<file path="src/rtl/sort_pkg.sv">
// Shared types and defaults for the sort frame collector.
package sort_pkg;

  localparam int N_DEFAULT     = 6;
  localparam int WIDTH_DEFAULT = 8;

  typedef logic [WIDTH_DEFAULT-1:0] elem_t;

  // Lifecycle of one frame buffer: written slot by slot, then held until consumed.
  typedef enum logic [1:0] {
    EMPTY   = 2'd0,
    FILLING = 2'd1,
    FULL    = 2'd2
  } buf_state_t;

endpackage

</file>
<file path="src/rtl/sort_frame_collector_frame_buffer.sv">
// One frame buffer of the collector: element storage, fill state, real-element
// count and all-ones padding used when a partial frame is closed early.
module frame_buffer
  import sort_pkg::*;
#(
  parameter int N     = N_DEFAULT,
  parameter int WIDTH = WIDTH_DEFAULT
) (
  input  logic                       clk,
  input  logic                       rst,
  input  logic                       wr_en,
  input  logic [$clog2(N)-1:0]       wr_idx,
  input  logic [WIDTH-1:0]           wr_data,
  input  logic                       close,
  input  logic                       rd_clr,
  output buf_state_t                 state,
  output logic [$clog2(N+1)-1:0]     count,
  output logic [WIDTH-1:0]           data [N]
);

  localparam int IW = $clog2(N);
  localparam int CW = $clog2(N+1);
  localparam logic [IW-1:0] LAST_IDX = IW'(N-1);

  buf_state_t       state_q, state_d;
  logic [CW-1:0]    count_q, count_d;
  logic [WIDTH-1:0] mem_q [N];
  logic [WIDTH-1:0] mem_d [N];
  logic             wr_last;
  int               pad_from;

  assign wr_last = wr_en && (wr_idx == LAST_IDX);

  // Next-state: consume clears the buffer; otherwise accept a write and
  // optionally close a partial frame, padding the unwritten tail.
  always_comb begin
    state_d  = state_q;
    count_d  = count_q;
    mem_d    = mem_q;
    pad_from = int'(wr_idx) + (wr_en ? 1 : 0);
    if (rd_clr) begin
      state_d = EMPTY;
      count_d = '0;
      for (int i = 0; i < N; i++) mem_d[i] = '0;
    end else if (state_q != FULL) begin
      if (wr_en) begin
        mem_d[wr_idx] = wr_data;
        count_d       = count_q + CW'(1);
        state_d       = wr_last ? FULL : FILLING;
      end
      // A write that completes the frame makes the close redundant.
      if (close && (state_q == FILLING) && !wr_last) begin
        state_d = FULL;
        for (int i = 0; i < N; i++) begin
          if (i >= pad_from) mem_d[i] = '1;
        end
      end
    end
  end

  // Buffer state, count and storage registers; reset clears everything.
  always_ff @(posedge clk or posedge rst) begin
    if (rst) begin
      state_q <= EMPTY;
      count_q <= '0;
      for (int i = 0; i < N; i++) mem_q[i] <= '0;
    end else begin
      state_q <= state_d;
      count_q <= count_d;
      for (int i = 0; i < N; i++) mem_q[i] <= mem_d[i];
    end
  end

  assign state = state_q;
  assign count = count_q;

  // Storage is presented directly; the top gates it with frame_valid.
  always_comb begin
    for (int i = 0; i < N; i++) data[i] = mem_q[i];
  end

endmodule

</file>
<file path="src/rtl/sort_frame_collector.sv">
// Sort frame collector: gathers N upstream elements into ping-pong frame
// buffers and presents complete frames to a sorter stage in acceptance order.
// Optional feature: define COLLECT_FLUSH_EN to add a flush input that closes
// a partial frame early, padding the remaining slots with all-ones.
module sort_frame_collector
  import sort_pkg::*;
#(
  parameter int N     = N_DEFAULT,
  parameter int WIDTH = WIDTH_DEFAULT
) (
  input  logic                       clk,
  input  logic                       rst,
`ifdef COLLECT_FLUSH_EN
  input  logic                       flush,
`endif
  input  logic                       s_valid,
  output logic                       s_ready,
  input  logic [WIDTH-1:0]           s_data,
  output logic                       frame_valid,
  input  logic                       frame_ready,
  output logic [WIDTH-1:0]           frame_data [N],
  output logic [$clog2(N+1)-1:0]     frame_count
);

  localparam int IW = $clog2(N);
  localparam int CW = $clog2(N+1);
  localparam logic [IW-1:0] LAST_IDX = IW'(N-1);

  logic             fill_sel_q, fill_sel_d;
  logic             out_sel_q, out_sel_d;
  logic [IW-1:0]    wr_idx_q, wr_idx_d;

  buf_state_t       state_a, state_b, fill_state, out_state;
  logic [CW-1:0]    count_a, count_b;
  logic [WIDTH-1:0] data_a [N];
  logic [WIDTH-1:0] data_b [N];

  logic             flush_w;
  logic             accept, close, complete, consume;

`ifdef COLLECT_FLUSH_EN
  assign flush_w = flush;
`else
  assign flush_w = 1'b0;
`endif

  // Handshake decode from registered buffer state only; frame_ready never
  // reaches s_ready combinationally.
  assign fill_state  = fill_sel_q ? state_b : state_a;
  assign out_state   = out_sel_q  ? state_b : state_a;
  assign s_ready     = (fill_state != FULL);
  assign accept      = s_valid && s_ready;
  assign close       = flush_w && (fill_state == FILLING);
  assign complete    = (accept && (wr_idx_q == LAST_IDX)) || close;
  assign frame_valid = (out_state == FULL);
  assign consume     = frame_valid && frame_ready;

  // Write pointer and buffer selects advance on frame completion / consumption.
  always_comb begin
    wr_idx_d   = wr_idx_q;
    fill_sel_d = fill_sel_q;
    out_sel_d  = out_sel_q;
    if (complete) begin
      wr_idx_d   = '0;
      fill_sel_d = ~fill_sel_q;
    end else if (accept) begin
      wr_idx_d = wr_idx_q + IW'(1);
    end
    if (consume) out_sel_d = ~out_sel_q;
  end

  // Control registers; reset returns filling and output to buffer A.
  always_ff @(posedge clk or posedge rst) begin
    if (rst) begin
      wr_idx_q   <= '0;
      fill_sel_q <= 1'b0;
      out_sel_q  <= 1'b0;
    end else begin
      wr_idx_q   <= wr_idx_d;
      fill_sel_q <= fill_sel_d;
      out_sel_q  <= out_sel_d;
    end
  end

  frame_buffer #(.N(N), .WIDTH(WIDTH)) u_buf_a (
    .clk     (clk),
    .rst     (rst),
    .wr_en   (accept && !fill_sel_q),
    .wr_idx  (wr_idx_q),
    .wr_data (s_data),
    .close   (close && !fill_sel_q),
    .rd_clr  (consume && !out_sel_q),
    .state   (state_a),
    .count   (count_a),
    .data    (data_a)
  );

  frame_buffer #(.N(N), .WIDTH(WIDTH)) u_buf_b (
    .clk     (clk),
    .rst     (rst),
    .wr_en   (accept && fill_sel_q),
    .wr_idx  (wr_idx_q),
    .wr_data (s_data),
    .close   (close && fill_sel_q),
    .rd_clr  (consume && out_sel_q),
    .state   (state_b),
    .count   (count_b),
    .data    (data_b)
  );

  // Present the selected buffer only while it holds a frame; zeros otherwise.
  always_comb begin
    frame_count = '0;
    for (int i = 0; i < N; i++) frame_data[i] = '0;
    if (frame_valid) begin
      frame_count = out_sel_q ? count_b : count_a;
      for (int i = 0; i < N; i++) frame_data[i] = out_sel_q ? data_b[i] : data_a[i];
    end
  end

endmodule

</file>
<file path="config.mk">
export PLATFORM = sky130hd
export DESIGN_NAME = sort_frame_collector
export DESIGN_NICKNAME = d
export VERILOG_FILES = /design/src/rtl/sort_pkg.sv /design/src/rtl/sort_frame_collector_frame_buffer.sv /design/src/rtl/sort_frame_collector.sv
export SDC_FILE = /design/constraint.sdc
export NUM_CORES = 1
export LEC_CHECK = 0
export ABC_AREA = 1
export BUFFER_PORTS_ARGS = -buffer_cell sky130_fd_sc_hd__clkbuf_2
export CORE_MARGIN = 2
export CORE_UTILIZATION = 50
export CTS_BUF_LIST = sky130_fd_sc_hd__clkbuf_8
export DETAILED_ROUTE_END_ITERATION = 10
export PLACE_DENSITY = 0.81
export SETUP_SLACK_MARGIN = 0.05
export SYNTH_ARGS = -nofsm -noshare
export SYNTH_HDL_FRONTEND = slang
export SYNTH_SLANG_ARGS = --single-unit
</file>
<file path="constraint.sdc">
create_clock -name clk -period 5.5 [get_ports clk]
set_input_delay 1.375 -clock clk [delete_from_list [all_inputs] [get_ports clk]]
set_output_delay 1.375 -clock clk [all_outputs]
set_load 0.05 [all_outputs]
</file>
==> flow_summary.toml, run 1 <==
[yosys]
yosys.area.top_type = "dfrtp_1"
ys_seq_area_frac = 0.500
syn_inst = 695
ys_seq_elements = 111
synth_warnings = 0
synthTopCellsByArea = "dfrtp_1 50%, nand2_1 21%, mux2i_1 8.8%"
synth-edff-count = 0
synth_cell_type_count = 23
syn_avg_cell_area_um2 = 7.99
synth.top_cell.area_share = 0.500
synth.net_count = 711
async_flop_share = 1.00
synth_flop_cell = "dfrtp_1"
synth_area_um2 = 5560

[routing]
routedWlPerCell_um = 14.9
drtPass1Iterations = 6
wirelength_um = 13400
route.detailed.drc = 0
viasPerCell = 5.21
antenna_left = 0
via_count = 4682
first_iter_violations = 351

[sta]
setup_tns_ps = 0
hold_violations = 0
maxSlewHeadroom = 0.367
finalClockSkew_ps = 13.7
setup_viol = 0
drv_slew = 0
worstMarginPinSlew_ps = 949
max_freq_mhz = 261
rsz0062_at_grt = "no"
min_period_ps = 3830
period_share = 0.696

[clocking]
clkSinkCount = 111
clk_pin_slew_ps = 110
cts_buffers = 9
clockBufferDepth = 2
root_buffer = "clkbuf_8"
htreeDepth = 3
cts_resized = 0
holdBufCountCts = 0
cts_tree = "yes"
post-cts-setup-buffers = 0
clock_latency_ps = 390

[global_route]
grt_pass1_wl_um = 22300
grt_remaining_overflow = 0
grt_pass1_vias = 4505
track_usage = 0.242
antenna_found_initial = 0
grt_max_degree = 79

[setup_path]
start_kind = "register"
crit_type = "register to output port"
worst_ep_arrival_time_ps = 2450
cp_slowest_stage_delay_ps = 800
cp_slowest_cell = "dfrtp_2"
endpoint_kind = "output port"
critical_path.max_fanout = 35
crit_chain = "buf_4, mux2i_1, nor2_1, clkbuf_2"
crit_required_ps = 4120

[final_layout]
final_cell_mix = "318 x nand2_1, 110 x dfrtp_1, 98 x nor2_1"
syn_to_final_growth_pct = 11.4
final_common_cell = "nand2_1"
stdcell_count = 898
antenna_cells = 0
final_cell_area_um2 = 6190
nets = 769
drive_above_1_share = 0.161

[pwr]
ir_worst_vdd_uv = 230
p_per_area_nw_per_um2 = 463
finalPower_mw = 2.86
p_leak_nw = 3.47

[min_path]
hp-class = "register to register"

[placed_design]
dpl_cell_area_um2 = 5980
hpwl_um = 8890
gp_congestion = 0.794
dp_cells = 882
io_buffers = 64

[floorplan]
core_um2 = 10800
die_w_um = 109
boundaryPins = 65
die_h_um = 109
fp-row-count = 38
start_util = 0.512
dieArea_um2 = 12000

[status]
status = "completed"

[flow_run]
max_cap_violations = 0
sequential cells by signal (all words and copies together) (netlist names):
signal and cells:
u_buf_a.data 48, u_buf_b.data 48, u_buf_a.count 3, u_buf_b.count 3, wr_idx_q 3, u_buf_a.state 2
u_buf_b.state 2, fill_sel_q 1, out_sel_q 1
kinds of logic after synthesis:
kind of cell / Yosys count / synth area share
XOR/XNOR: 3 / 0.00473
buffers and inverters: 48 / 0.0387
AO/OA/AOI/OAI: 12 / 0.0122
flip-flops: 111 / 0.500
adder cells (fa/ha/maj): 4 / 0.00901
multiplexers: 49 / 0.0883
AND/OR/NAND/NOR: 468 / 0.347
cell usage after synthesis (4+ instances only):
cell       n
nand2_1  318
dfrtp_1  111
nor2_1    98
mux2i_1   49
inv_1     22
buf_2     16
nand3_1   16
nand2_2   13
o21ai_0    9
nor2_4     7
inv_2      6
nand4_1    6
nor2_2     5
buf_4      4
ha_1       4
worst paths after layout:
| kind | startpoint | to | slack (ps) | cells after the start |
|---|---|---|---|---|
| worst min register to register | u_buf_b.data[43] | u_buf_b.data[43] | 480 | 2 |
| worst max-delay path | out_sel_q | frame_data[34] | 1670 | 4 |
| min in group asynchronous | rst | u_buf_b.data[18] | 1200 | 2 |
| worst min-delay path | u_buf_b.data[43] | u_buf_b.data[43] | 480 | 2 |
| worst max register to register | out_sel_q | u_buf_a.data[47] | 3200 | 6 |
| max in group asynchronous | rst | u_buf_b.data[13] | 3300 | 3 |
worst max-delay path: cells and delay by family, from the launching register on:
family	cells	cell delay, ps
buffers and inverters	2	870
DFF	1	800
muxes	1	320
and+or+nand+nor	1	70
per-stage QoR:
| step | hold WS (ps) | util | setup WS (ps) |
|---|---|---|---|
| after floorplan | 441 | - | 1190 |
| after global placement | 452 | 0.551 | 2100 |
| after detailed placement | 458 | 0.551 | 2070 |
| after CTS | 484 | 0.571 | 1640 |
| after global routing | 498 | 0.571 | 1550 |
| final | 482 | 0.571 | 1670 |
area by class of cell:
cell class	instances	area (um2)
fillers	1016	4650
inverters	28	108
multi-input cells	536	2570
clock buffers	10	138
repair buffers	67	343
flip-flops and latches	111	2780
clock inverters	6	72.6
well taps	140	175
report_power, final:
group          total (mW)  internal (mW)  switching [mW]
sequential           1.31           1.09           0.223
clock               0.523          0.230           0.293
combinational        1.03          0.350           0.682
per-layer routing:
metal | GRT usage | up-vias | share of wire
li1 | - | 2277 | -
met1 | 0.326 | 2218 | 0.43
met2 | 0.396 | 165 | 0.48
met3 | 0.0599 | 22 | 0.078
met4 | 0.0606 | 0 | 0.016
met5 | 0 | - | 0
Note: power is estimated with default switching activity, not from simulation.
==> run 2: changes to the inputs <==
==> constraint.sdc (replaced) <==
create_clock -name clk -period 3.6 [get_ports clk]
set_input_delay 0.9 -clock clk [delete_from_list [all_inputs] [get_ports clk]]
set_output_delay 0.9 -clock clk [all_outputs]
set_load 0.05 [all_outputs]
==> run 2 against run 1 <==
Effect of this change:
- non-clock buffer count increased by 4
- count of clock-buffer cells in the layout increased by 2
- global-route usage decreased by 0.29 points
- critical path depth increased by 2
- critical endpoint unchanged
==> flow_summary.toml, run 2 (same netlist as run 1, synthesis figures left out) <==
[status]
status = "completed"

[pwr]
p_sw_frac = 0.404
p_per_area_nw_per_um2 = 712
switching_power_mw = 1.80
combPwrFrac = 0.369
seq_power_share = 0.432
ir_worst_vdd_uv = 388
clkPwrFrac = 0.199
p_int_mw = 2.66
p_leak_nw = 3.51

[final_layout]
nets = 773
syn_to_final_growth_pct = 12.9
antenna_cells = 0
fin_util = 0.579
drive_above_1_share = 0.165
final_cell_area_um2 = 6270
final_common_cell = "nand2_1"
final_cell_mix = "318 x nand2_1, 110 x dfrtp_1, 98 x nor2_1"

[setup_path]
crit_type = "register to output port"
critPathTopFamily = "buffers and inverters"
crit_required_ps = 2700
worst_ep_arrival_time_ps = 1920
worst-path-stages = 6
endpoint_kind = "output port"
worst-path-buf-inv = 2
crit_chain = "nand2_1, nor2_1, a31oi_4, buf_4, nor2_1, clkbuf_2"
r2r_slack_ps = 1780
critical_path.max_fanout = 31
r2r_end = "u_buf_b.data[32]"
rr_startpoint = "u_buf_b.state[1]"
r2r_cells = 6
critPathMostFrequentCell = "nor2_1"
cp_slowest_stage_delay_ps = 420
start_kind = "register"
cp_slowest_cell = "dfrtp_1"

[sta]
drv_slew = 0
setup_viol = 0
min_period_ps = 2820
finalClockSkew_ps = 13.2
hold_violations = 0
whs_ps = 478
setup_tns_ps = 0
rsz0062_at_grt = "no"
maxSlewHeadroom = 0.584
max_freq_mhz = 354
period_share = 0.784
worstMarginPinSlew_ps = 622

[placed_design]
hpwl_um = 8780
dpl_cell_area_um2 = 6030
gp_congestion = 0.800
io_buffers = 64

[clocking]
root_buffer = "clkbuf_8"
cts_resized = 0
holdBufCountCts = 0
clk_pin_slew_ps = 110
cts_tree = "yes"
clockBufferDepth = 2
post-cts-setup-buffers = 0
cts_buffers = 9
clkSinkCount = 111
htreeDepth = 3
clock_latency_ps = 400

[routing]
route.detailed.drc = 0
viasPerCell = 5.17
via_count = 4660
antenna_left = 0
first_iter_violations = 309
routedWlPerCell_um = 14.7
wirelength_um = 13200
drtPass1Iterations = 5

[global_route]
grt_pass1_wl_um = 22100
track_usage = 0.239
grt_max_degree = 88
antenna_found_initial = 0
grt_remaining_overflow = 0
grt_pass1_vias = 4585

[min_path]
min_to = "u_buf_a.data[44]"
hp-class = "register to register"
holdPathStages = 2
hold_start = "u_buf_a.data[44]"

[floorplan]
die_h_um = 109
start_util = 0.512
dieArea_um2 = 12000
boundaryPins = 65
die_w_um = 109
fp-row-count = 38
core_um2 = 10800

[flow_run]
max_cap_violations = 0
==> run 2: cell count changes in the layout (fill, tap and decap cells not counted) <==
cell,before,now
buf_12,0,2
inv_6,4,0
bufinv_16,1,2
buf_4,3,5
inv_4,1,0
clkinvlp_4,1,2
clkinv_4,0,1
clkbuf_8,10,12
==> run 2: worst max-delay path by stage <==
stage                     slack, ps        startpoint        endpoint
after global placement         1250  u_buf_b.state[0]  frame_data[13]
after detailed placement       1220  u_buf_b.state[0]  frame_data[13]
after global routing            640  u_buf_b.state[0]   frame_data[9]
after floorplan                1160         out_sel_q  frame_data[10]
after CTS                       770  u_buf_b.state[0]  frame_data[13]
final                           780  u_buf_b.state[1]  frame_data[34]
==> run 2: metal layers <==
layer,vias to the layer above,part of all wire,track usage
li1,2276,-,-
met1,2202,0.43,0.323
met2,161,0.47,0.390
met3,21,0.074,0.0451
met4,0,0.020,0.0796
met5,-,0,0
==> run 2: area by class of cell <==
| cell class | count | area, um2 |
|---|---|---|
| clock buffers | 12 | 165 |
| clock inverters | 4 | 76.3 |
| fillers | 1024 | 4570 |
| inverters | 28 | 109 |
| multi-input cells | 536 | 2570 |
| flip-flops and latches | 111 | 2780 |
| well taps | 140 | 175 |
| repair buffers | 71 | 398 |
==> run 2: through the flow <==
step	instances	worst slack [ps]	power, mW
global placement	886	1250	3.55
finish	902	777	4.47
global route	902	643	4.78
floorplan	695	1160	3.21
CTS	902	774	4.49
detailed placement	886	1220	3.60
==> run 2: power by group through the flow <==
stage	registers [mW]	clock network, mW	logic (mW)
final	1.93	0.890	1.65
after global routing	1.98	0.944	1.86
after CTS	1.93	0.902	1.66
after detailed placement	1.94	0	1.65
after global placement	1.93	0	1.62
after floorplan	1.87	0	1.35
==> run 2: worst reg2reg max path, cell delays in order (launching register included) <==
cell and delay (ps):
dfrtp_1 420, nand2_1 150, nand3_2 390, nand2_2 390, nand2_2 190, nand2_1 110, nand2_1 60
